===== config.mk =====
export PLATFORM = sky130hd
export DESIGN_NAME = uart_rx_fifo_flat
export DESIGN_NICKNAME = d
export VERILOG_FILES = /design/src/rtl/uart_rx_fifo_if.sv /design/src/rtl/uart_rx_fifo.sv /design/src/flat_wrapper.sv
export SDC_FILE = /design/constraint.sdc
export NUM_CORES = 1
export LEC_CHECK = 0
export BUFFER_PORTS_ARGS = -buffer_cell sky130_fd_sc_hd__buf_4
export CORE_MARGIN = 1.5
export CORE_UTILIZATION = 55
export DETAILED_ROUTE_END_ITERATION = 7
export PLACE_DENSITY = 0.79
export SYNTH_ARGS = -nofsm -noshare
export SYNTH_HDL_FRONTEND = slang
export SYNTH_SLANG_ARGS = --single-unit

===== constraint.sdc =====
create_clock -name clk -period 3.95 [get_ports clk]
set_input_delay 0.79 -clock clk [delete_from_list [all_inputs] [get_ports clk]]
set_output_delay 0.79 -clock clk [all_outputs]
set_load 0.02 [all_outputs]

===== src/rtl/uart_rx_fifo_if.sv =====
// Bus bundle between the UART receiver and its neighbours: the baud tick and
// rx pad on the input side, the FIFO head with valid/ready plus status pulses
// on the output side.
interface uart_rx_fifo_if #(
    parameter int DATA_BITS = 8
);
    logic                 tick;
    logic                 rx;
    logic [DATA_BITS-1:0] dout;
    logic                 dout_perr;
    logic                 dout_ferr;
    logic                 dout_valid;
    logic                 dout_ready;
    logic                 overrun;
    logic                 break_det;
    logic                 rx_busy;

    // Driver side: tick source, pad and consumer.
    modport master (
        output tick, rx, dout_ready,
        input  dout, dout_perr, dout_ferr, dout_valid, overrun, break_det, rx_busy
    );

    // Receiver side.
    modport slave (
        input  tick, rx, dout_ready,
        output dout, dout_perr, dout_ferr, dout_valid, overrun, break_det, rx_busy
    );
endinterface


===== src/rtl/uart_rx_fifo.sv =====
// UART receiver: 2-flop rx synchroniser, oversampled start detection with
// glitch rejection, 3-sample majority per bit, optional parity, 1/2 stop bits,
// per-word parity/framing flags and a first-word-fall-through receive FIFO.
module uart_rx_fifo #(
    parameter int DATA_BITS  = 8,
    parameter int PARITY     = 0,
    parameter int STOP_BITS  = 1,
    parameter int OVERSAMPLE = 16,
    parameter int FIFO_DEPTH = 4
) (
    input  logic          clk,
    input  logic          rst,
    uart_rx_fifo_if.slave bus
);
    localparam int CW = $clog2(OVERSAMPLE);
    localparam int PW = $clog2(FIFO_DEPTH);
    localparam int NW = $clog2(FIFO_DEPTH + 1);
    localparam int BW = 4;
    localparam logic [CW-1:0] SMP0      = CW'(OVERSAMPLE / 2 - 1);
    localparam logic [CW-1:0] SMP1      = CW'(OVERSAMPLE / 2);
    localparam logic [CW-1:0] SMP2      = CW'(OVERSAMPLE / 2 + 1);
    localparam logic [CW-1:0] LAST_TICK = CW'(OVERSAMPLE - 1);
    localparam logic [BW-1:0] LAST_DATA = BW'(DATA_BITS - 1);
    localparam logic [BW-1:0] LAST_STOP = BW'(STOP_BITS - 1);

    typedef enum logic [2:0] {
        S_IDLE, S_START, S_DATA, S_PARITY, S_STOP, S_PUSH, S_WAIT_IDLE
    } state_t;

    typedef struct packed {
        logic                 ferr;
        logic                 perr;
        logic [DATA_BITS-1:0] data;
    } entry_t;

    state_t               state_q, state_d;
    logic                 rx_meta_q, rx_s_q;
    logic [CW-1:0]        cnt_q, cnt_d;
    logic [BW-1:0]        bitn_q, bitn_d;
    logic [1:0]           smp_q, smp_d;
    logic [DATA_BITS-1:0] data_q, data_d;
    logic                 ones_q, ones_d;
    logic                 perr_q, perr_d;
    logic                 ferr_q, ferr_d;
    logic                 ovr_q, ovr_d;
    logic                 brk_q, brk_d;
    logic                 push, pop, full, empty;
    logic                 maj, exp_par, in_frame, at_end;

    entry_t               mem_q [FIFO_DEPTH];
    logic [PW-1:0]        wr_q, rd_q;
    logic [NW-1:0]        fcnt_q;
    entry_t               head;

    // Bring the asynchronous pad into the clk domain; idle level is 1.
    always_ff @(posedge clk or posedge rst) begin
        if (rst) begin
            rx_meta_q <= 1'b1;
            rx_s_q    <= 1'b1;
        end else begin
            rx_meta_q <= bus.rx;
            rx_s_q    <= rx_meta_q;
        end
    end

    // First two samples are held; the third is the live synchronised value.
    assign maj      = (smp_q[0] & smp_q[1]) | (smp_q[0] & rx_s_q) | (smp_q[1] & rx_s_q);
    assign exp_par  = (PARITY == 1) ? ~(^data_q) : (^data_q);
    assign in_frame = (state_q == S_START) || (state_q == S_DATA) ||
                      (state_q == S_PARITY) || (state_q == S_STOP);
    assign at_end   = (cnt_q == LAST_TICK);

    assign full  = (fcnt_q == NW'(FIFO_DEPTH));
    assign empty = (fcnt_q == '0);
    assign pop   = !empty && bus.dout_ready;

    // Receiver state register and frame datapath.
    always_ff @(posedge clk or posedge rst) begin
        if (rst) begin
            state_q <= S_IDLE;
            cnt_q   <= '0;
            bitn_q  <= '0;
            smp_q   <= '0;
            data_q  <= '0;
            ones_q  <= 1'b0;
            perr_q  <= 1'b0;
            ferr_q  <= 1'b0;
            ovr_q   <= 1'b0;
            brk_q   <= 1'b0;
        end else begin
            state_q <= state_d;
            cnt_q   <= cnt_d;
            bitn_q  <= bitn_d;
            smp_q   <= smp_d;
            data_q  <= data_d;
            ones_q  <= ones_d;
            perr_q  <= perr_d;
            ferr_q  <= ferr_d;
            ovr_q   <= ovr_d;
            brk_q   <= brk_d;
        end
    end

    // Next state: tick-paced bit sampling, then a single-clk push decision.
    always_comb begin
        state_d = state_q;
        cnt_d   = cnt_q;
        bitn_d  = bitn_q;
        smp_d   = smp_q;
        data_d  = data_q;
        ones_d  = ones_q;
        perr_d  = perr_q;
        ferr_d  = ferr_q;
        ovr_d   = 1'b0;
        brk_d   = 1'b0;
        push    = 1'b0;
        if (bus.tick && in_frame) begin
            cnt_d = at_end ? '0 : cnt_q + CW'(1);
            if (cnt_q == SMP0) smp_d[0] = rx_s_q;
            if (cnt_q == SMP1) smp_d[1] = rx_s_q;
        end
        case (state_q)
            S_IDLE: begin
                // The detecting tick is tick 0 of the start bit.
                if (bus.tick && !rx_s_q) begin
                    state_d = S_START;
                    cnt_d   = CW'(1);
                    bitn_d  = '0;
                    ones_d  = 1'b0;
                    perr_d  = 1'b0;
                    ferr_d  = 1'b0;
                end
            end
            S_START: begin
                if (bus.tick) begin
                    if (cnt_q == SMP2 && maj) state_d = S_IDLE;
                    else if (at_end)          state_d = S_DATA;
                end
            end
            S_DATA: begin
                if (bus.tick) begin
                    if (cnt_q == SMP2) begin
                        data_d = {maj, data_q[DATA_BITS-1:1]};
                        ones_d = ones_q | maj;
                    end
                    if (at_end) begin
                        if (bitn_q == LAST_DATA) begin
                            bitn_d  = '0;
                            state_d = (PARITY != 0) ? S_PARITY : S_STOP;
                        end else begin
                            bitn_d = bitn_q + BW'(1);
                        end
                    end
                end
            end
            S_PARITY: begin
                if (bus.tick) begin
                    if (cnt_q == SMP2) begin
                        ones_d = ones_q | maj;
                        perr_d = (maj != exp_par);
                    end
                    if (at_end) state_d = S_STOP;
                end
            end
            S_STOP: begin
                if (bus.tick) begin
                    if (cnt_q == SMP2) begin
                        if (!maj) ferr_d = 1'b1;
                        if (bitn_q == LAST_STOP) state_d = S_PUSH;
                    end
                    if (at_end) bitn_d = bitn_q + BW'(1);
                end
            end
            S_PUSH: begin
                // A pop in the same clk frees the slot even when full.
                push    = !full || pop;
                ovr_d   = !push;
                brk_d   = ferr_q && !ones_q;
                state_d = ferr_q ? S_WAIT_IDLE : S_IDLE;
            end
            S_WAIT_IDLE: begin
                // Hold off until the line recovers so a long break reports once.
                if (bus.tick && rx_s_q) state_d = S_IDLE;
            end
            default: state_d = S_IDLE;
        endcase
    end

    // Receive FIFO storage and occupancy.
    always_ff @(posedge clk or posedge rst) begin
        if (rst) begin
            for (int i = 0; i < FIFO_DEPTH; i++) mem_q[i] <= '0;
            wr_q   <= '0;
            rd_q   <= '0;
            fcnt_q <= '0;
        end else begin
            if (push) begin
                mem_q[wr_q] <= {ferr_q, perr_q, data_q};
                wr_q        <= wr_q + PW'(1);
            end
            if (pop) rd_q <= rd_q + PW'(1);
            fcnt_q <= fcnt_q + NW'(push) - NW'(pop);
        end
    end

    assign head           = mem_q[rd_q];
    assign bus.dout       = head.data;
    assign bus.dout_perr  = head.perr;
    assign bus.dout_ferr  = head.ferr;
    assign bus.dout_valid = !empty;
    assign bus.overrun    = ovr_q;
    assign bus.break_det  = brk_q;
    assign bus.rx_busy    = (state_q != S_IDLE);
endmodule

===== src/flat_wrapper.sv =====
// flat-port wrapper written by rule: the top's interface ports become plain ports
module uart_rx_fifo_flat 
#(
    parameter int DATA_BITS  = 8,
    parameter int PARITY     = 0,
    parameter int STOP_BITS  = 1,
    parameter int OVERSAMPLE = 16,
    parameter int FIFO_DEPTH = 4
)
  (clk, rst, bus_tick, bus_rx, bus_dout_ready, bus_dout, bus_dout_perr, bus_dout_ferr, bus_dout_valid, bus_overrun, bus_break_det, bus_rx_busy);
  uart_rx_fifo_if #(.DATA_BITS(DATA_BITS)) bus_i ();
  input  logic clk;
  input  logic rst;
  input wire logic [$bits(bus_i.tick)-1:0] bus_tick;
  input wire logic [$bits(bus_i.rx)-1:0] bus_rx;
  input wire logic [$bits(bus_i.dout_ready)-1:0] bus_dout_ready;
  output wire logic [$bits(bus_i.dout)-1:0] bus_dout;
  output wire logic [$bits(bus_i.dout_perr)-1:0] bus_dout_perr;
  output wire logic [$bits(bus_i.dout_ferr)-1:0] bus_dout_ferr;
  output wire logic [$bits(bus_i.dout_valid)-1:0] bus_dout_valid;
  output wire logic [$bits(bus_i.overrun)-1:0] bus_overrun;
  output wire logic [$bits(bus_i.break_det)-1:0] bus_break_det;
  output wire logic [$bits(bus_i.rx_busy)-1:0] bus_rx_busy;
  assign bus_i.tick = bus_tick;
  assign bus_i.rx = bus_rx;
  assign bus_i.dout_ready = bus_dout_ready;
  assign bus_dout = bus_i.dout;
  assign bus_dout_perr = bus_i.dout_perr;
  assign bus_dout_ferr = bus_i.dout_ferr;
  assign bus_dout_valid = bus_i.dout_valid;
  assign bus_overrun = bus_i.overrun;
  assign bus_break_det = bus_i.break_det;
  assign bus_rx_busy = bus_i.rx_busy;
  uart_rx_fifo #(.DATA_BITS(DATA_BITS), .PARITY(PARITY), .STOP_BITS(STOP_BITS), .OVERSAMPLE(OVERSAMPLE), .FIFO_DEPTH(FIFO_DEPTH)) u_core (.clk(clk), .rst(rst), .bus(bus_i));
endmodule

# Yosys cells after proc, flatten, opt, wreduce, memory -nomap -nowiden
# Cells that the tools add are included.
[classes] n_lt_le_gt_ge=3 n_addsub=6 n_reduce_logical=34 eq_ne=30 bitwise=8 muxes=46
[op_table] cell="$mux 3" count=14
[op_table] cell="$bwmux 40" count=1
[op_table] cell="$mux 4" count=10
[op_table] cell="$mux 10" count=3
[op_table] cell="$pmux 3 s7" count=1
[op_table] cell="$bmux 10 s2" count=1
[op_table] cell="$demux 10 s2" count=1
[op_table] cell="$ne 2x2->1 const B" count=9
[op_table] cell="$ne 2x1->1 const B" count=7
[op_table] cell="$eq 3x3->1 const B" count=4
[op_table] cell="$eq 4x4->1 const B" count=3
[op_table] cell="$pmux 4 s3" count=1
[op_table] cell="$reduce_and 12->1" count=1
[op_table] cell="$mux 1" count=11
[op_table] cell="$add 4x1->4 const B" count=2
[op_table] cell="$eq 4x3->1 const B" count=2
[op_table] cell="$reduce_and 4->1" count=2
[op_table] cell="$reduce_xor 8->1" count=1
[op_table] cell="$logic_and 1x1->1" count=7
[op_table] cell="$eq 3x2->1 const B" count=2
[op_table] cell="$ge 3x3->1 const B" count=2
[op_table] cell="$logic_not 3->1" count=2
[op_table] cell="$not 2->3" count=2
[op_table] cell="$pmux 1 s2" count=3
[op_table] cell="other kinds (19)" count=35
[totals] inputBits=5 out_inout_bits=14 word_cells=155 register_bits=75

# Depth between registers and ports, before layout
[logic_depth] word_depth=8 mapped_depth=10 depth_no_buf=8

# Least setup slack after synthesis
# No wires, ideal clock.
[synth_path] kind="input port to flip-flop" start="input bus_dout_ready" end="register u_core.fcnt_q[2]" cell_stages=9 setup_slack_ns=1.414 required_ns=3.827 t_arrival_ns=2.414 setup_ns=0.123 n_path_buf=1 path_cell_list="or4b_4 -> nor2b_4 -> buf_12 -> inv_1 -> ha_1 -> inv_1 -> ha_1 -> fa_1 -> xnor2_1"
[synth_between] elab_chain_len=5
[synth_rtl] element="start: declaration" line_no="flat_wrapper.sv:16" source="input wire logic [$bits(bus_i.dout_ready)-1:0] bus_dout_ready;"
[synth_rtl] element="$logic_and 1x1->1 (*)" line_no="uart_rx_fifo.sv:75" source="assign pop = !empty && bus.dout_ready;"
[synth_rtl] element="$logic_or 1x1->1" line_no="uart_rx_fifo.sv:176" source="push = !full || pop;"
[synth_rtl] element="$mux 1" line_no="uart_rx_fifo.sv:122" source="case (state_q)"
[synth_rtl] element="$add 3x1->3" line_no="uart_rx_fifo.sv:202" source="fcnt_q <= fcnt_q + NW'(push) - NW'(pop);"
[synth_rtl] element="$sub 3x1->3 (*)" line_no="uart_rx_fifo.sv:202"
[synth_rtl] element="end signal: assignment" line_no="uart_rx_fifo.sv:202"
[synth_rtl] element="end: declaration" line_no="uart_rx_fifo.sv:52" source="logic [NW-1:0] fcnt_q;"
# Every way passes the cells marked *; elsewhere a longest branch is shown, timed or not.
# A chain may end at the register's enable or synchronous reset.

# Final worst setup path
[layout_path] start="register u_core.rd_q[0]" end="output bus_dout_perr"
[layout_between] elab_chain_len=4
[layout_rtl] element="start: declaration" line_no="uart_rx_fifo.sv:51" source="logic [PW-1:0] wr_q, rd_q;"
[layout_rtl] element="start signal: assignment" line_no="uart_rx_fifo.sv:201" source="if (pop) rd_q <= rd_q + PW'(1);"
[layout_rtl] element="$not 2->3 (not written as such)" line_no="uart_rx_fifo.sv:206" source="assign head = mem_q[rd_q];"
[layout_rtl] element="$bmux 10 s2" line_no="uart_rx_fifo.sv:206"
[layout_rtl] element="$mux 10 (not written as such) (2 in series)" line_no="uart_rx_fifo.sv:206"
[layout_rtl] element="end: declaration" line_no="flat_wrapper.sv:18" source="output wire logic [$bits(bus_i.dout_perr)-1:0] bus_dout_perr;"
# No other way between the ends. The select of a mux whose other input is x is not followed.

==> results by group <==
Status
  – Status: complete, no violations

Worst setup path
  – Slowest-stage cell, CP: dfrtp_1
  – Critical Path AT: just under 2000 ps
  – Top cell family by delay on the critical path: flip-flops
  – Worst setup EP type: output pin
  – Worst R2R End: u_core.fcnt_q[2]
  – Crit path max fanout: 12
  – CP required: 3160 ps
  – Setup Crit Path Kind: register to output pin
  – Reg2reg start: u_core.state_q[0]
  – CP peak stage delay: between 800 and 900 ps
  – CP bufs+invs: 1
  – Reg2Reg Depth: 8
  – R2r setup slk: between 1000 and 1500 ps
  – CP startpoint kind: register
  – Crit-path cells: mux4_2, buf_4
  – Crit path depth: 2

Pwr
  – Pleak: between 2 and 2.5 nW
  – Max VDD drop: around 0.32 mV
  – Pwr Density: 529.5 mW/mm^2

Synth
  – Post-synth cell types: 63
  – Area leader, netlist: dfrtp_1
  – Top_reg_cell synth: dfrtp_1
  – Most common library cells after synthesis: dfrtp_1, mux2_4, inv_1
  – Post-synth EDFFs: 0
  – Post-synthesis xor/xnor area fraction: 3.442%
  – Post-synthesis sequential area ratio: a little under half
  – Synth Instances: 280
  – Largest family of logic cells by synthesized area: multiplexers
  – Count leader, synth: dfrtp_1
  – Area share of the largest cell type after synthesis: between 40% and 50%
  – Post-Synthesis Cell Area: approximately 0.004 mm^2
  – Mux share of post-synthesis cell area: between 20% and 30%
  – Avg Cell Area, Syn: roughly 14 um^2
  – Yosys reg bits: 75
  – Post-Synthesis Net Count: roughly 300
  – Adder-cell share of the synthesized area: 4.231%
  – Synth Area in Compound Gates: under 10%
  – Asr flop ratio synth: between 90% and 100%
  – Synth top area cells: dfrtp_1, mux2_4, mux4_2, ha_1, mux2_2
  – Simple-gate share of the synthesized area: about a tenth
  – Synthesis warning total: 0

Final layout
  – Final net count: between 300 and 400
  – P&R area growth vs syn: 9.473%
  – Ant. Diodes: 0
  – Share of cells above drive strength 1: 36.48%

Min path
  – Hold_sp: u_core.rx_meta_q
  – WHS Endpoint: u_core.rx_s_q
  – Hold Path Cell Cnt: 0
  – Hold Path Class: register to register

Timing
  – Max-slew violations: 0
  – Final Skew: between 8 and 9 ps
  – Final Cycle Share: 70.07%
  – Least-Margin Pin Slew: roughly 860 ps
  – RSZ-0062 raised after global routing: no
  – Post-Route Setup TNS: 0 ps
  – Crit path time final: 2768 ps
  – Final setup margin: about 1200 ps
  – Final hold viol count: 0
  – Final setup viols: 0
  – Max Clk Rate: between 300 and 400 MHz
  – Slew margin rel.: 42.70%

Global routing
  – GR Overflow Total: 0
  – All-layer global routing usage: about a fifth
  – First-pass GRT wire length: 11.49 mm
  – Initial antenna violation count: 0
  – Largest net degree at the start of global routing: 42
  – Vias in the first global route: ~2200

CTS
  – CTS Buf Count: 9
  – CTS HTree Levels: 3
  – TritonCTS clock tree: yes
  – Total setup buffers inserted after CTS: 0
  – Worst-path clk slew: about 80 ps
  – Sink Count: 75
  – CTS root buf: clkbuf_8
  – Clk_lat worst skew: about 350 ps
  – Post-CTS sizing: 0
  – Hold_buf cts: 0
  – Longest Clk Path Bufs: 2

Drt
  – Vias per cell: ~5.6
  – Post-route DRC: 0
  – DR WL/cell: between 15 and 20 um
  – Initial DRC Count: 66
  – Final ANT Viol Nets: 0
  – DR pass1 iterations: 5
  – Via count: ~2300
  – Post-Route WL: around 7 mm

Floorplanning
  – I/O pin count: 19
  – Die area: between 0.007 and 0.008 mm^2
  – Core area: 0.006869 mm^2
  – Initial core utilization: between 50% and 60%
  – Die extent in y: a little under 90 um
  – Floorplan row count: 30
  – Die width: 87.88 um

Placed design
  – Setup WS pre-CTS: 1214 ps
  – DP HPWL: about 4.6 mm
  – GP Congestion: approximately 0.84
  – Input/output buffers: 18

Job
  – Max Cap Violations: 0
[area by class of cell]
| type | instances | area [um^2] |
|---|---|---|
| clock buffer | 11 | 141.4 |
| inverter | 17 | 63.81 |
| timing repair buffer | 20 | 150.1 |
| fill | 533 | 2531 |
| sequential | 75 | 1879 |
| multi-input combinational | 179 | 1946 |
| clock inverter | 5 | 37.54 |
| tap | 96 | 120.1 |
[through the flow]
step | utilization, % | instance area [um^2] | hold slack (ps) | instances | power (W)
2_1_floorplan | - | 3963 | 345.2 | 280 | 0.001649
3_3_place_gp | 60.55 | 4159 | 345.5 | 387 | 0.001748
3_5_place_dp | 60.55 | 4159 | 347.5 | 387 | 0.001778
4_1_cts | 63.15 | 4338 | 359.1 | 403 | 0.002322
5_1_grt | 63.15 | 4338 | 364.2 | 403 | 0.002453
6_report | 63.15 | 4338 | 357.4 | 403 | 0.002297
[report_power, final]
part           switching [W]  total (W)  internal (W)
Sequential          0.000194    0.00106      0.000865
Clock               0.000292   0.000539      0.000248
Combinational       0.000369   0.000698      0.000329
[logic make-up after synthesis]
family | count (synthesis)
AOI/OAI and AO/OA | 29
adders and majority gates | 13
buffers and inverters | 26
and+or+nand+nor | 60
xor gates and xnor gates | 14
muxes | 63
DFF | 75
[how the worst max path moves through the flow]
stage	start	to	slack, ps
4_1_cts	u_core.rd_q[0]	bus_dout_perr	1140
3_3_place_gp	bus_dout_ready	u_core.fcnt_q[2]	1280
5_1_grt	u_core.rd_q[0]	bus_dout_perr	1060
3_5_place_dp	bus_dout_ready	u_core.fcnt_q[2]	1210
6_report	u_core.rd_q[0]	bus_dout_perr	1180
2_1_floorplan	rst	u_core.bitn_q[0]	1250
[layout by cell type (no fill, tap or decap), types with 2 or more instances in the layout]
cell and count:
nand2_1 9, a211o_1 3, a21oi_1 4, nor3b_1 2
dfrtp_1 73, o21ai_0 3, nor2_1 10, o21a_1 2
xor2_1 2, clkinvlp_4 2, nand3_1 7, and3_1 2
or3_1 3, buf_4 20, dfstp_2 2, nand2b_1 3
ha_1 11, nand4_1 2, inv_1 16, mux2_2 10
xnor2_1 11, mux2_4 40, mux2i_1 3, mux4_2 10
clkbuf_8 10, nand2_8 4, nor4_1 2, nor2b_1 4
[state kept, by name, indices dropped and copies added, names as in the netlist]
| register | flops |
|---|---|
| u_core.mem_q | 40 |
| u_core.data_q | 8 |
| u_core.bitn_q | 4 |
| u_core.cnt_q | 4 |
| u_core.fcnt_q | 3 |
| u_core.state_q | 3 |
| u_core.rd_q | 2 |
| u_core.smp_q | 2 |
| u_core.wr_q | 2 |
| u_core.bus.break_det | 1 |
| u_core.bus.overrun | 1 |
| u_core.ferr_q | 1 |
| u_core.ones_q | 1 |
| u_core.perr_q | 1 |
| u_core.rx_meta_q | 1 |
| u_core.rx_s_q | 1 |
[routing by layer]
layer	up-vias	wire [um]	share of wire (%)	GRT usage, %
met3	5	184	2.7	5.938
met2	24	3381	49	30.53
li1	1057	-	-	-
met5	-	0	0	0
met4	0	76	1.1	6.494
met1	1164	3253	47	27.52
No activity file was read; power rests on OpenSTA's default activity.
